[src/rtl/imem_pkg.sv]
// Shared types and defaults for the instruction-memory loader.
// IMEM_LOADER_CHECKSUM_EN adds the trailing-checksum CHECK state.
package imem_pkg;
    localparam int DEF_TAM_POSICIONES = 1024;
    localparam int DEF_TAM_PALABRA    = 32;

`ifdef IMEM_LOADER_CHECKSUM_EN
    typedef enum logic [2:0] {IDLE, COLLECT, WRITE, CHECK, FIN} state_t;
`else
    typedef enum logic [2:0] {IDLE, COLLECT, WRITE, FIN} state_t;
`endif

    function automatic int bpw(input int tam_palabra);
        return tam_palabra / 8;
    endfunction
endpackage

[src/rtl/byte_assembler.sv]
// Packs a byte stream little-endian into one word; word_full flags the
// handshake of the final byte, with the completed word on `merged`.
module byte_assembler
    import imem_pkg::*;
#(
    parameter int TAM_PALABRA = DEF_TAM_PALABRA
) (
    input  logic                   CLK,
    input  logic                   RST_N,
    input  logic                   clear,
    input  logic                   take,
    input  logic [7:0]             byte_in,
    output logic                   word_full,
    output logic [TAM_PALABRA-1:0] merged
);
    localparam int BPW = bpw(TAM_PALABRA);
    localparam int IW  = (BPW > 1) ? $clog2(BPW) : 1;

    logic [IW-1:0]          idx;
    logic [TAM_PALABRA-1:0] acc;

    assign word_full = take && (idx == IW'(BPW - 1));

    // Current byte merged in combinationally so the full word is usable on the last handshake.
    always_comb begin
        merged = acc;
        merged[idx*8 +: 8] = byte_in;
    end

    always_ff @(posedge CLK or negedge RST_N) begin
        if (!RST_N) begin
            idx <= '0;
            acc <= '0;
        end else if (clear) begin
            idx <= '0;
            acc <= '0;
        end else if (take) begin
            acc <= merged;
            idx <= word_full ? '0 : idx + 1'b1;
        end
    end
endmodule

[src/rtl/imem_loader.sv]
// Byte-stream loader that writes a program word by word into instruction memory
// from address 0, stalling the core meanwhile. Optional checksum: IMEM_LOADER_CHECKSUM_EN.
module imem_loader
    import imem_pkg::*;
#(
    parameter int TAM_POSICIONES = DEF_TAM_POSICIONES,
    parameter int TAM_PALABRA    = DEF_TAM_PALABRA
) (
    input  logic                              CLK,
    input  logic                              RST_N,
    input  logic                              START,
    input  logic [$clog2(TAM_POSICIONES):0]   LOAD_LEN,
    input  logic                              BYTE_VALID,
    input  logic [7:0]                        BYTE_DATA,
    output logic                              BYTE_READY,
    output logic                              WE,
    output logic [$clog2(TAM_POSICIONES)-1:0] WR_ADDRESS,
    output logic [TAM_PALABRA-1:0]            WR_DATA,
    output logic                              BUSY,
    output logic                              CPU_HOLD,
    output logic                              DONE,
    output logic                              CHK_ERR
);
    localparam int AW = $clog2(TAM_POSICIONES);
    localparam logic [AW:0] MAX_LEN = (AW+1)'(TAM_POSICIONES);

`ifdef IMEM_LOADER_CHECKSUM_EN
    localparam state_t END_STATE = CHECK;
`else
    localparam state_t END_STATE = FIN;
`endif

    state_t                 state, next;
    logic [AW-1:0]          word_cnt, last_idx;
    logic [AW:0]            eff_len;
    logic                   start_ok, take, take_data, word_full;
    logic [TAM_PALABRA-1:0] merged;

    assign take      = BYTE_VALID && BYTE_READY;
    assign take_data = take && (state == COLLECT);
    assign start_ok  = START && (state == IDLE || state == FIN);
    assign eff_len   = (LOAD_LEN > MAX_LEN) ? MAX_LEN : LOAD_LEN;
    assign CPU_HOLD  = BUSY;

    byte_assembler #(.TAM_PALABRA(TAM_PALABRA)) u_asm (
        .CLK       (CLK),
        .RST_N     (RST_N),
        .clear     (start_ok),
        .take      (take_data),
        .byte_in   (BYTE_DATA),
        .word_full (word_full),
        .merged    (merged)
    );

    always_comb begin
        next       = state;
        BYTE_READY = 1'b0;
        WE         = 1'b0;
        BUSY       = 1'b0;
        DONE       = 1'b0;
        case (state)
            IDLE, FIN: begin
                DONE = (state == FIN);
                if (START) next = (LOAD_LEN == '0) ? END_STATE : COLLECT;
            end
            COLLECT: begin
                BUSY       = 1'b1;
                BYTE_READY = 1'b1;
                if (word_full) next = WRITE;
            end
            WRITE: begin
                BUSY = 1'b1;
                WE   = 1'b1;
                next = (word_cnt == last_idx) ? END_STATE : COLLECT;
            end
`ifdef IMEM_LOADER_CHECKSUM_EN
            CHECK: begin
                BUSY       = 1'b1;
                BYTE_READY = 1'b1;
                if (BYTE_VALID) next = FIN;
            end
`endif
            default: next = IDLE;
        endcase
    end

    always_ff @(posedge CLK or negedge RST_N) begin
        if (!RST_N) begin
            state      <= IDLE;
            word_cnt   <= '0;
            last_idx   <= '0;
            WR_ADDRESS <= '0;
            WR_DATA    <= '0;
        end else begin
            state <= next;
            if (start_ok) begin
                word_cnt <= '0;
                last_idx <= AW'(eff_len - 1'b1);
            end else if (state == WRITE && word_cnt != last_idx) begin
                word_cnt <= word_cnt + 1'b1;
            end
            // Registered here so address/data stay put outside the WRITE cycle.
            if (word_full) begin
                WR_ADDRESS <= word_cnt;
                WR_DATA    <= merged;
            end
        end
    end

`ifdef IMEM_LOADER_CHECKSUM_EN
    logic [7:0] sum;
    always_ff @(posedge CLK or negedge RST_N) begin
        if (!RST_N) begin
            sum     <= '0;
            CHK_ERR <= 1'b0;
        end else if (start_ok) begin
            sum     <= '0;
            CHK_ERR <= 1'b0;
        end else if (take_data) begin
            sum <= sum + BYTE_DATA;
        end else if (state == CHECK && take) begin
            CHK_ERR <= ((sum + BYTE_DATA) != 8'h00);
        end
    end
`else
    assign CHK_ERR = 1'b0;
`endif
endmodule

[config.mk]
export PLATFORM = sky130hd
export DESIGN_NAME = imem_loader
export DESIGN_NICKNAME = d
export VERILOG_FILES = /design/src/rtl/imem_pkg.sv /design/src/rtl/byte_assembler.sv /design/src/rtl/imem_loader.sv
export SDC_FILE = /design/constraint.sdc
export NUM_CORES = 1
export LEC_CHECK = 0
export CORE_MARGIN = 2
export CORE_UTILIZATION = 57
export DETAILED_ROUTE_END_ITERATION = 12
export PLACE_DENSITY = 0.84
export SYNTH_ARGS = -nofsm -noshare
export SYNTH_HDL_FRONTEND = slang
export SYNTH_SLANG_ARGS = --single-unit
[constraint.sdc]
create_clock -name CLK -period 2.9 [get_ports CLK]
set_input_delay 0.29 -clock CLK [delete_from_list [all_inputs] [get_ports CLK]]
set_output_delay 0.29 -clock CLK [all_outputs]
set_load 0.01 [all_outputs]
==> impl.org, run 1 <==
** Hold path
- The worst hold path belongs to the class input pin to asynchronous set/reset pin.

** Placed design
- After detailed placement, the design holds a cell count of 582.
- Final weighted congestion in routability-driven placement :: 0.8052
- Half-perimeter wire length after placement :: 6695 um
- Count of buffers from port buffering :: 69

** Clock network
- Maximum buffer depth of the clock tree :: 2
- In this run the post-CTS setup repair buffer count came out at 0.
- After clock tree synthesis, the clock-pin slew on the worst setup and hold paths is 0.09 ns.
- Count of clock tree sinks :: 90
- Clock latency on the worst-skew pair :: 0.35 ns
- The H-tree was split into 3 levels.
- Number of hold buffers added after CTS :: 0
- TritonCTS built the clock tree.
- The number of clock buffers added by TritonCTS is 9.
- In this run the clock root is driven by a clkbuf_8.
- In this run, post-CTS repair resized a total of 0 instances.

** Route
- Number of iterations in the first detailed-routing pass :: 5
- For this block, the initial DRC count from the detailed router was 173.
- WL final :: 9668 um
- Post-DRT Antenna Nets :: 0
- In the routed layout, each cell is associated on average with a via count of 5.727.
- Via Count :: 3425
- Average wire length per cell after detail routing :: 16.17 um
- Drc violations :: 0

** Finish
- Most used cells in the layout excluding fill and tap cells :: dfrtp_1, clkdlybuf4s50_1, nand2_1, nor2_1
- Share of final-layout standard cells stronger than drive strength 1 :: ~8%
- Most common cell after layout, fill and taps aside :: dfrtp_1
- Fin nets :: 528
- 0 antenna diodes ended up in the layout.
- Post-route insts no fill :: 598
- The area growth from synthesis to layout is 22.73%.

** Floorplanning
- Measured along the x axis, the die boundary spans roughly 91 um.
- Number of cell rows :: 31
- Starting Density :: 59.40%
- The die covers 0.008354 sq mm.
- In this run the count of I/O pins placed on the die edge is 71.
- The core region is 0.007331 sq mm.
- Die Ht :: 91.40 um

** Logic synthesis
- Number of cells produced by synthesis :: 440
- Counting flops with a built-in enable in the synthesized netlist gives 0.
- Net Count, Synth :: 474
- The Yosys step of the flow raised 0 warnings.
- Cell area after technology mapping :: between 0.004 and 0.005 sq mm
- In this run, synthesis produced a sequential element count of 90.
- In the synthesized netlist the dominant register cell turns out to be dfrtp_1.
- Sequential elements use 51.72% of the synthesized area.
- Each instance of the synthesized netlist takes up on average 9.896 sq um.
- Yosys mapped the design onto 46 distinct sky130hd cell types.
- Async set-reset flop share out of synthesis :: 100.0%

** Timing
- Dividing the final minimum period by the clock period gives slightly above 80%.
- For the final routed database, the setup TNS stands at 0 ns.
- Setup repair after global routing missed its margin :: false
- Relative max-transition margin :: 27.36%
- The number of failing hold endpoints at the final stage came to 0.
- Clock tree skew after final layout :: 0.008860 ns
- Setup violations remaining at the end of the flow were counted as 0.
- The smallest clock period supported by the final layout is computed as approximately 2.4 ns.
- The final count of pins violating max slew came to 0.
- Achievable Freq :: 0.4217 GHz
- Transition at the pin with the smallest max-transition slack :: 1.090 ns

** Run status
- Status :: complete, no violations

** Worst setup path
- Along the worst path, the maximum fanout reaches 9.
- Required arrival time at the worst endpoint :: 3.18 ns
- Data arrives at the worst endpoint at 2.65 ns.
- WS Path Type :: flip-flop to flip-flop
- STA classifies the critical path endpoint as a flip-flop.
- Crit start category :: flip-flop

** Job
- Across the run, the number of max-cap violations was 0.

** Pwr
- In this run the power spent charging and discharging nets is 1.342 mW.
- Sequential cells account for between 30% and 40% of the total power.
- The internal power of the cells totals ~2.8 mW.
- In this run, the combinational gates consume roughly 33% of the power.
- In this run, the clock network consumes 27.4% of the power.
- For this design the static power due to leakage is 2.335 nW.
- Power spread over the standard cell area amounts to approximately 770 mW/mm^2.
- Worst VDD drop :: 0.4259 mV
- Net switching fraction of the power :: 32.64%

** GRT
- The total overflow left after global routing is 0.
- The number of global-route vias before repair is ~3.3k.
- Total Routing Usage GR :: 24.18%
- Global-route wire length before repair :: 16100 um
- Pin count of the biggest net entering global routing :: 91
- The number of antenna violations at the first check in global routing came to 0.
[final timing paths]
kind	from	endpoint	slack, ns	depth (start not counted)
worst min-delay path	RST_N	WR_DATA[9]	0.15	1
worst max register to register	u_asm.idx[0]	u_asm.acc[1]	0.53	7
max in group asynchronous	RST_N	last_idx[4]	2.08	1
worst max-delay path	u_asm.idx[0]	u_asm.acc[1]	0.53	7
min in group CLK	WR_DATA[9]	WR_DATA[9]	0.48	2
worst min register to register	WR_DATA[9]	WR_DATA[9]	0.48	2
[flip-flops by register name, summed over array words and instances, names as in the netlist]
signal / count
WR_DATA: 32
u_asm.acc: 24
WR_ADDRESS: 10
last_idx: 10
word_cnt: 10
state: 2
u_asm.idx: 2
[per-stage QoR]
stage | instance area, sq um | setup slack [ns] | total power, mW | hold slack, ns | utilization, %
floorplan | 4354 | 1.026 | 2.502 | -0.005591 | -
global route | 5344 | 0.2909 | 4.351 | 0.2492 | 72.90
global placement | 5070 | 0.5853 | 2.955 | 0.4601 | 69.16
detailed placement | 5070 | 0.5067 | 3.005 | 0.4701 | 69.16
CTS | 5344 | 0.5463 | 4.137 | 0.1723 | 72.90
finish | 5344 | 0.5284 | 4.111 | 0.1492 | 72.90
[synthesized netlist by cell type, types with 7 or more instances]
cell type	instances	area [sq um]
a22o_1	8	70.07
nor2_1	42	157.7
xor2_1	11	96.34
mux2_2	9	101.4
dfrtp_1	90	2252
o21ai_0	36	180.2
a22oi_1	24	180.2
clkbuf_1	19	71.32
nand2_1	44	165.2
nor2b_1	28	175.2
ha_1	11	137.6
a21oi_1	36	180.2
inv_1	7	26.28
[metal layers]
layer	wire (um)	part of all wire [%]	up-vias	track usage, %
met5	0	0	-	0
met4	225	2.3	0	10.23
met3	402	4.2	18	4.730
met2	4993	52	94	40.81
met1	4046	42	1671	30.31
li1	-	-	1642	-
[power groups by stage]
stage | Combinational, mW | Sequential (mW) | Clock [mW]
floorplan | 0.852 | 1.65 | 0
global placement | 1.31 | 1.65 | 0
detailed placement | 1.35 | 1.66 | 0
CTS | 1.36 | 1.63 | 1.14
global route | 1.49 | 1.66 | 1.20
finish | 1.35 | 1.63 | 1.13
[final cells by class]
class	count	area [sq um]
Inverter	7	26.28
Timing Repair Buffer	75	745.7
Multi-Input combinational cell	311	1922
Fill cell	526	1987
Sequential cell	90	2252
Clock buffer	10	137.6
Clock inverter	6	136.4
Tap cell	99	123.9
[cells by family (layout without fill, tap and decap cells)]
logic type	count (synthesis)	after routing	synth area share (%)
DFF	90	90	51.72
muxes	12	12	3.017
buffers and inverters	39	98	4.253
and+or+nand+nor	153	153	17.96
xor gates and xnor gates	17	17	3.419
other	1	1	0.08612
AOI/OAI and AO/OA	117	117	16.38
adders and majority gates	11	11	3.161
[critical path, stage by stage, from the launching register on]
cell	delay, ns
dfrtp_1	0.49
inv_1	0.13
ha_1	0.40
nor4bb_1	0.30
buf_4	0.20
nor2b_1	0.46
a22oi_1	0.19
nor2_1	0.13
(Power assumes the default switching activity.)
==> run 2, diff against run 1 <==
CORE_UTILIZATION = 48   (was 57)
PLACE_DENSITY = 0.76   (was 0.84)
clock period = 2.1 ns   (was 2.9 ns; I/O delays follow)
==> run 2 against run 1 <==
Clock skew grew 0.0074 ns. Via count grew 0.20%. Global-route usage shrank 3.9 points. Setup slack lost 0.41 ns. Register-to-register slack lost 0.32 ns. First-iteration DRC count grew 47%. Largest cell class unchanged. Highest routed layer unchanged. Critical endpoint is now BUSY. Total power grew 28%. Cell count grew 3.5%.
==> impl.org, run 2 (synthesis gave the netlist of run 1 again) <==
** Run status
- The flow ran to the end, and the final reports show no timing, DRC or antenna violations.

** Timing
- Hold Violations, Final :: 0
- Setup repair after global routing left no endpoint under its margin.
- Setup total negative slack on the finished layout was measured at 0 ns.
- Setup violations remaining at the end of the flow were counted as 0.
- Clock tree skew after final layout :: 0.01627 ns
- Transition at the pin with the smallest max-transition slack :: 0.5198 ns
- Dividing the final minimum period by the clock period gives 94.24%.
- Post-route worst hold slack :: 0.3299 ns
- Once routing completed, OpenROAD measured the worst setup slack at 0.1211 ns.
- Relative max-transition margin :: approximately two thirds
- Static timing analysis puts the maximum clock frequency at 0.5053 GHz.
- The final count of pins violating max slew came to 0.
- Post-route minimum period :: slightly below 2 ns

** Finish
- The library cell used most frequently in the layout, excluding fill and tap cells, is dfrtp_1.
- The repair_antennas step left the layout with diodes totalling 0.
- Final design area excluding fillers :: 0.005369 sq mm
- Most used cells in the layout excluding fill and tap cells :: dfrtp_1, clkdlybuf4s50_1, nand2_1, nor2_1
- Flip-flop count of the largest register after layout :: 32
- In the final layout, flip-flops and latches occupy 0.002252 sq mm.
- For this run, the share of the core covered by cells in the final layout is 61.27%.
- Area of the multi-input gates :: 0.001924 sq mm
- The area growth from synthesis to layout is 23.30%.
- Fin nets :: 540
- Largest register by flop count :: WR_DATA
- The largest registers in the layout are WR_DATA: 32 flops, u_asm.acc: 24 flops.
- After filler insertion, the fill cell instance count of the layout stands at 754.
- Of the cells placed in the final design, the portion with a size suffix greater than 1 is 9.980%.

** Worst setup path
- Worst path buffer plus inverter count :: 3
- The worst setup path is of the flip-flop to output pin kind.
- The cell that appears most often on the critical path is inv_1.
- Crit start category :: flip-flop
- Worst Reg-to-Reg Cells :: 5
- Slowest cell on the critical path :: clkdlybuf4s50_1
- The critical path runs through a total of 4 cells.
- Category of cells accounting for the largest share of critical-path delay :: buffers and inverters
- Required arrival time at the worst endpoint :: 1.89 ns
- Arrival time worst endpoint :: around 1.8 ns
- On the worst path, the slowest cell contributes a delay of 0.54 ns.
- Traced cell by cell, the critical path runs through inv_1 -> ha_1 -> inv_1 -> clkdlybuf4s50_1.
- Critical path capture point type :: output pin
- Crit-path max FO :: 4

** Floorplanning
- Full die area :: around 0.0098 sq mm
- Die Ht :: 99.24 um
- Ports placed on the boundary :: 71
- Number of cell rows :: 34
- In this run the horizontal extent of the chip is 99.24 um.
- Starting Density :: 49.69%
- The floorplan step defined a core boundary enclosing 0.008763 sq mm.

** Clock network
- CTS saw 90 sinks.
- CTS buffer count :: 9
- Buffer cell driving the clock tree root :: clkbuf_8
- The clock tree synthesis step divided the H-tree into 3 levels.
- The longest clock path from root to sink contains 2 buffers.
- Register clock-pin slew on the reported worst setup and hold paths :: about 0.10 ns
- The clock reaches the later pin of the worst-skew pair after 0.35 ns.
- TritonCTS built the clock tree.

** Route
- Number of iterations in the first detailed-routing pass :: 5
- After detailed routing, the number of vias per cell comes to approximately 5.5.
- Number of DRC violations after detailed-routing iteration 0 :: 255
- Post-DRT Antenna Nets :: 0
- The detailed router placed 3432 vias in this run.
- For this run, design rule violations remaining after detail routing come to 0.
- Average wire length per cell after detail routing :: 15.48 um
- WL final :: between 9000 and 10000 um

** GRT
- The first global-routing pass estimated 16130 um of wire.
- The number of antenna violations at the first check in global routing was 0.
- Overall overflow remaining after global route :: 0
- Entering global routing, the biggest net connects 69 pins.
- Total Routing Usage GR :: 20.29%
- Vias in the first global route :: 3260

** Pwr
- Switching power summed over all nets :: approximately 1.9 mW
- Clk pwr share :: 19.8%
- Summed over all cells, the static leakage comes to 2.356 nW.
- Internal power :: 3.384 mW
- In this run the power density over the cells is ~980 mW/mm^2.
- Across the VDD grid, the largest voltage drop is 0.8870 mV.
- Net switching fraction of the power :: 35.78%
- Sequential share of power :: 42.6%
- Combinational power share :: approximately 38%

** Job
- Max-cap violations in this run came to 0.

** Placed design
- Count of buffers from port buffering :: approximately 70
- Pre-CTS WS :: between 0.1 and 0.15 ns
- Placed standard-cell area :: 0.005181 sq mm
- The wire-length estimate of the detail-placed layout is 6716 um.
- Routability-driven placement finished with a final weighted congestion of roughly 0.93.

** Hold path
- Class of the tightest hold or removal check :: input pin to asynchronous set/reset pin
[run 2: power groups by stage]
stage | clock, mW | sequential [mW] | combinational (mW)
6_report | 1.04 | 2.24 | 1.98
3_5_place_dp | 0 | 2.28 | 1.97
5_1_grt | 1.14 | 2.29 | 2.20
4_1_cts | 1.07 | 2.25 | 1.98
3_3_place_gp | 0 | 2.27 | 1.92
2_1_floorplan | 0 | 2.28 | 1.18
[run 2: metrics by stage]
stage	cells	total power [mW]
global placement	601	4.188
CTS	618	5.297
global route	619	5.633
finish	619	5.270
detailed placement	601	4.249
floorplan	440	3.455
[run 2: final timing paths]
kind                                endpoint         from  slack [ns]
max in group asynchronous       u_asm.acc[3]        RST_N        1.11
worst max-delay path                    BUSY     state[0]        0.12
min in group CLK                  WR_DATA[4]   WR_DATA[4]        0.49
worst min register to register    WR_DATA[4]   WR_DATA[4]        0.49
worst max register to register   word_cnt[1]  word_cnt[3]        0.21
worst min-delay path             WR_DATA[11]        RST_N        0.33
[run 2: area by class of cell]
type	instances	area share [%]
Tap cell	108	2.517
Clock buffer	10	2.377
Inverter	7	0.4894
Timing Repair Buffer	87	16.08
Multi-Input combinational cell	311	35.84
Clock inverter	6	0.7457
Sequential cell	90	41.95
[run 2: routing by layer]
metal / GRT usage (%) / wire length [um] / vias up
met5: 0 / 0 / -
met1: 29.91 / 4543 / 1653
li1: - / - / 1654
met4: 8.957 / 251 / 0
met2: 29.57 / 4326 / 106
met3: 3.443 / 463 / 19
[run 2: timing repair]
item,4_1_cts,5_1_grt
gates resized for setup,0,1
endpoints found under the setup margin,0,7
buffers inserted,0,1
hold buffers,1,0
endpoints found under the hold margin,32,0
==> variant, RTL diff (settings of run 2) <==
The option `IMEM_LOADER_CHECKSUM_EN` is turned on by a define.
--- a/src/rtl/imem_pkg.sv
+++ b/src/rtl/imem_pkg.sv
@@ -1,5 +1,7 @@
 // Shared types and defaults for the instruction-memory loader.
 // IMEM_LOADER_CHECKSUM_EN adds the trailing-checksum CHECK state.
+`define IMEM_LOADER_CHECKSUM_EN
+
 package imem_pkg;
     localparam int DEF_TAM_POSICIONES = 1024;
     localparam int DEF_TAM_PALABRA    = 32;
Formal check against the unedited RTL: not equivalent (a bounded check fails within 4 cycles, from zero or initial values and one cycle with RST_N low).
==> variant against run 2 <==
- power up 47%
- final area increased by 15%
- setup slack got worse by 0.0040 ns
- sequential cell count rose by 10
- utilization fell by 0.78 points
- routed wire length increased by 19%
- synthesized area up 15%
- combinational power is 80% higher
- critical endpoint is now CHK_ERR$_DFFE_PN0P_
- largest cell class unchanged
==> variant: results (changes against run 2) <==
status completed (unchanged); pre-CTS setup slack -0.3072 ns (was 0.1411 ns); WL per Instance 15.70 um (was 15.48 um); htree depth 3 (unchanged); vias in the first global route 4044 (was 3260); Placed Cells 712 (was 601); # diodes 0 (unchanged); Yosys Warn Count 0 (unchanged); GRT Total Usage 21.47% (was 20.29%); Least-Margin Pin Slew 0.5840 ns (was 0.5198 ns); Min-Delay Path Class in2async (unchanged); share of cells above drive strength 1 11.97% (was 9.980%); Initial DRC Count 215 (was 255); CP peak stage delay 0.43 ns (was 0.54 ns); worst IR drop on VDD 0.5031 mV (was 0.8870 mV); via count 4151 (was 3432); RePlAce Congestion 0.9064 (was 0.9269); CTS Buf Count 9 (unchanged); Layout fillers 850 (was 754); Non-Filler Instances 729 (was 619); CP Max Fanout 3 (was 4); most frequent cells after synthesis 100 x dfrtp_1, 70 x nand2_1, 69 x nor2_1 (was 90 x dfrtp_1, 44 x nand2_1, 42 x nor2_1); compound-gate portion of the synthesized area 17.39% (was 16.38%); initial antenna violation count 0 (unchanged); setup repair bufs after CTS 0 (unchanged); fin nets 626 (was 540); Detailed Routing Iterations Pass 1 5 (unchanged); register area share after synthesis 49.96% (was 51.72%); Root Driver clkbuf_8 (unchanged); first-pass GRT wire length 19.24 mm (was 16.13 mm); Unique masters post-synth 60 (was 46); HPWL after detailed placement 8.247 mm (was 6.716 mm); syn nets 545 (was 474); biggest regs WR_DATA: 32 flops, u_asm.acc: 24 flops (unchanged); dominant cells by area after synthesis dfrtp_1 50%, nand2_1 5.2%, nor2_1 5.2% (was dfrtp_1 52%, a21oi_1 4.1%, o21ai_0 4.1%); crit-path leading delay family adder cells (was buffers and inverters); Post-Synth Adder-Cell Area 3.897% (was 3.161%); clk slew on worst S/H paths 0.10 ns (about the same); pin count of the biggest net entering global routing 60 (was 69); Post-Synthesis Cells 507 (was 440); Yosys top cell area share 49.96% (was 51.72%); Layout Skew 0.01138 ns (was 0.01627 ns); Post-Synth XOR/XNOR Area 3.472% (was 3.420%); placed cell areas 5972 um^2 (was 5181 um^2); CP arrival 2.24 ns (was 1.77 ns); Leak 0.002782 uW (was 0.002356 uW); Worst-Skew Late Latency 0.38 ns (was 0.35 ns); mux cell area share after synthesis 0.4247% (was 3.017%); Slowest cell on crit path or4_4 (was clkdlybuf4s50_1); Post-synth ARST share 100.0% (unchanged); number of I/O port buffers 70 (was 69)
## variant: kinds of logic (layout without fill, tap and decap cells)
kind of cell | Yosys count | count (layout)
DFF | 100 | 100
xor gates and xnor gates | 19 | 19
buffers and inverters | 44 | 130
adders and majority gates | 15 | 15
muxes | 2 | 2
and+or+nand+nor | 212 | 212
AOI/OAI and AO/OA | 115 | 115
## variant: metal layers
| layer | up-vias | share of wire (%) | global-route usage (%) |
|---|---|---|---|
| met2 | 132 | 50 | 37.04 |
| met4 | 0 | 2.1 | 9.586 |
| met3 | 16 | 5.0 | 2.514 |
| met5 | - | 0 | 0 |
| met1 | 2032 | 42 | 27.11 |
| li1 | 1971 | - | - |
## variant: path summary, 6_finish.rpt
| kind | startpoint | to | slack (ns) | cells past startpoint |
|---|---|---|---|---|
| worst max-delay path | sum[0]$_DFFE_PN0P_ | CHK_ERR$_DFFE_PN0P_ | 0.12 | 6 |
| worst min-delay path | RST_N | WR_DATA[5]$_DFFE_PN0P_ | 0.36 | 2 |
| worst max register to register | sum[0]$_DFFE_PN0P_ | CHK_ERR$_DFFE_PN0P_ | 0.12 | 6 |
| worst min register to register | WR_DATA[31]$_DFFE_PN0P_ | WR_DATA[31]$_DFFE_PN0P_ | 0.49 | 2 |
| max in group asynchronous | RST_N | WR_ADDRESS[8]$_DFFE_PN0P_ | 1.06 | 3 |
| min in group CLK | WR_DATA[31]$_DFFE_PN0P_ | WR_DATA[31]$_DFFE_PN0P_ | 0.49 | 2 |
## variant: worst register-to-register path: stages (launching register included)
cell     delay [ns]
dfrtp_1        0.39
ha_1           0.22
fa_2           0.41
xor2_1         0.20
or4_4          0.43
nor3_2         0.12
a31oi_1        0.11
## variant: area by class of cell
cell class	count	area [um^2]	area share [%]
sequential	100	2502	40.44
multi-input combinational	363	2321	37.51
timing repair buffer	102	965.9	15.61
tap	136	170.2	2.750
clock buffer	9	123.9	2.002
clock inverter	7	57.56	0.9300
inverter	12	47.55	0.7683
## variant: where the power goes
part	internal (uW)	switching [uW]
clock	445	707
sequential	2580	457
combinational	1760	1810
total	4780	2970
## variant: what timing repair did
| action | CTS | global route |
|---|---|---|
| cloned | 0 | 0 |
| hold buffers | 1 | 0 |
| pin swaps | 0 | 2 |
| resized for setup | 1 | 5 |
| hold endpoints to repair | 41 | 0 |
| endpoints found under the setup margin | 1 | 3 |
## variant: through the flow
stage	setup TNS (ns)	hold WS (ns)	power (uW)
finish	0	0.3552	7750
floorplan	0	-0.08559	5140
CTS	0	0.3692	7760
detailed placement	-0.4117	0.2333	6596
global placement	-0.2438	0.2335	6447
global route	-0.01053	0.4114	8293
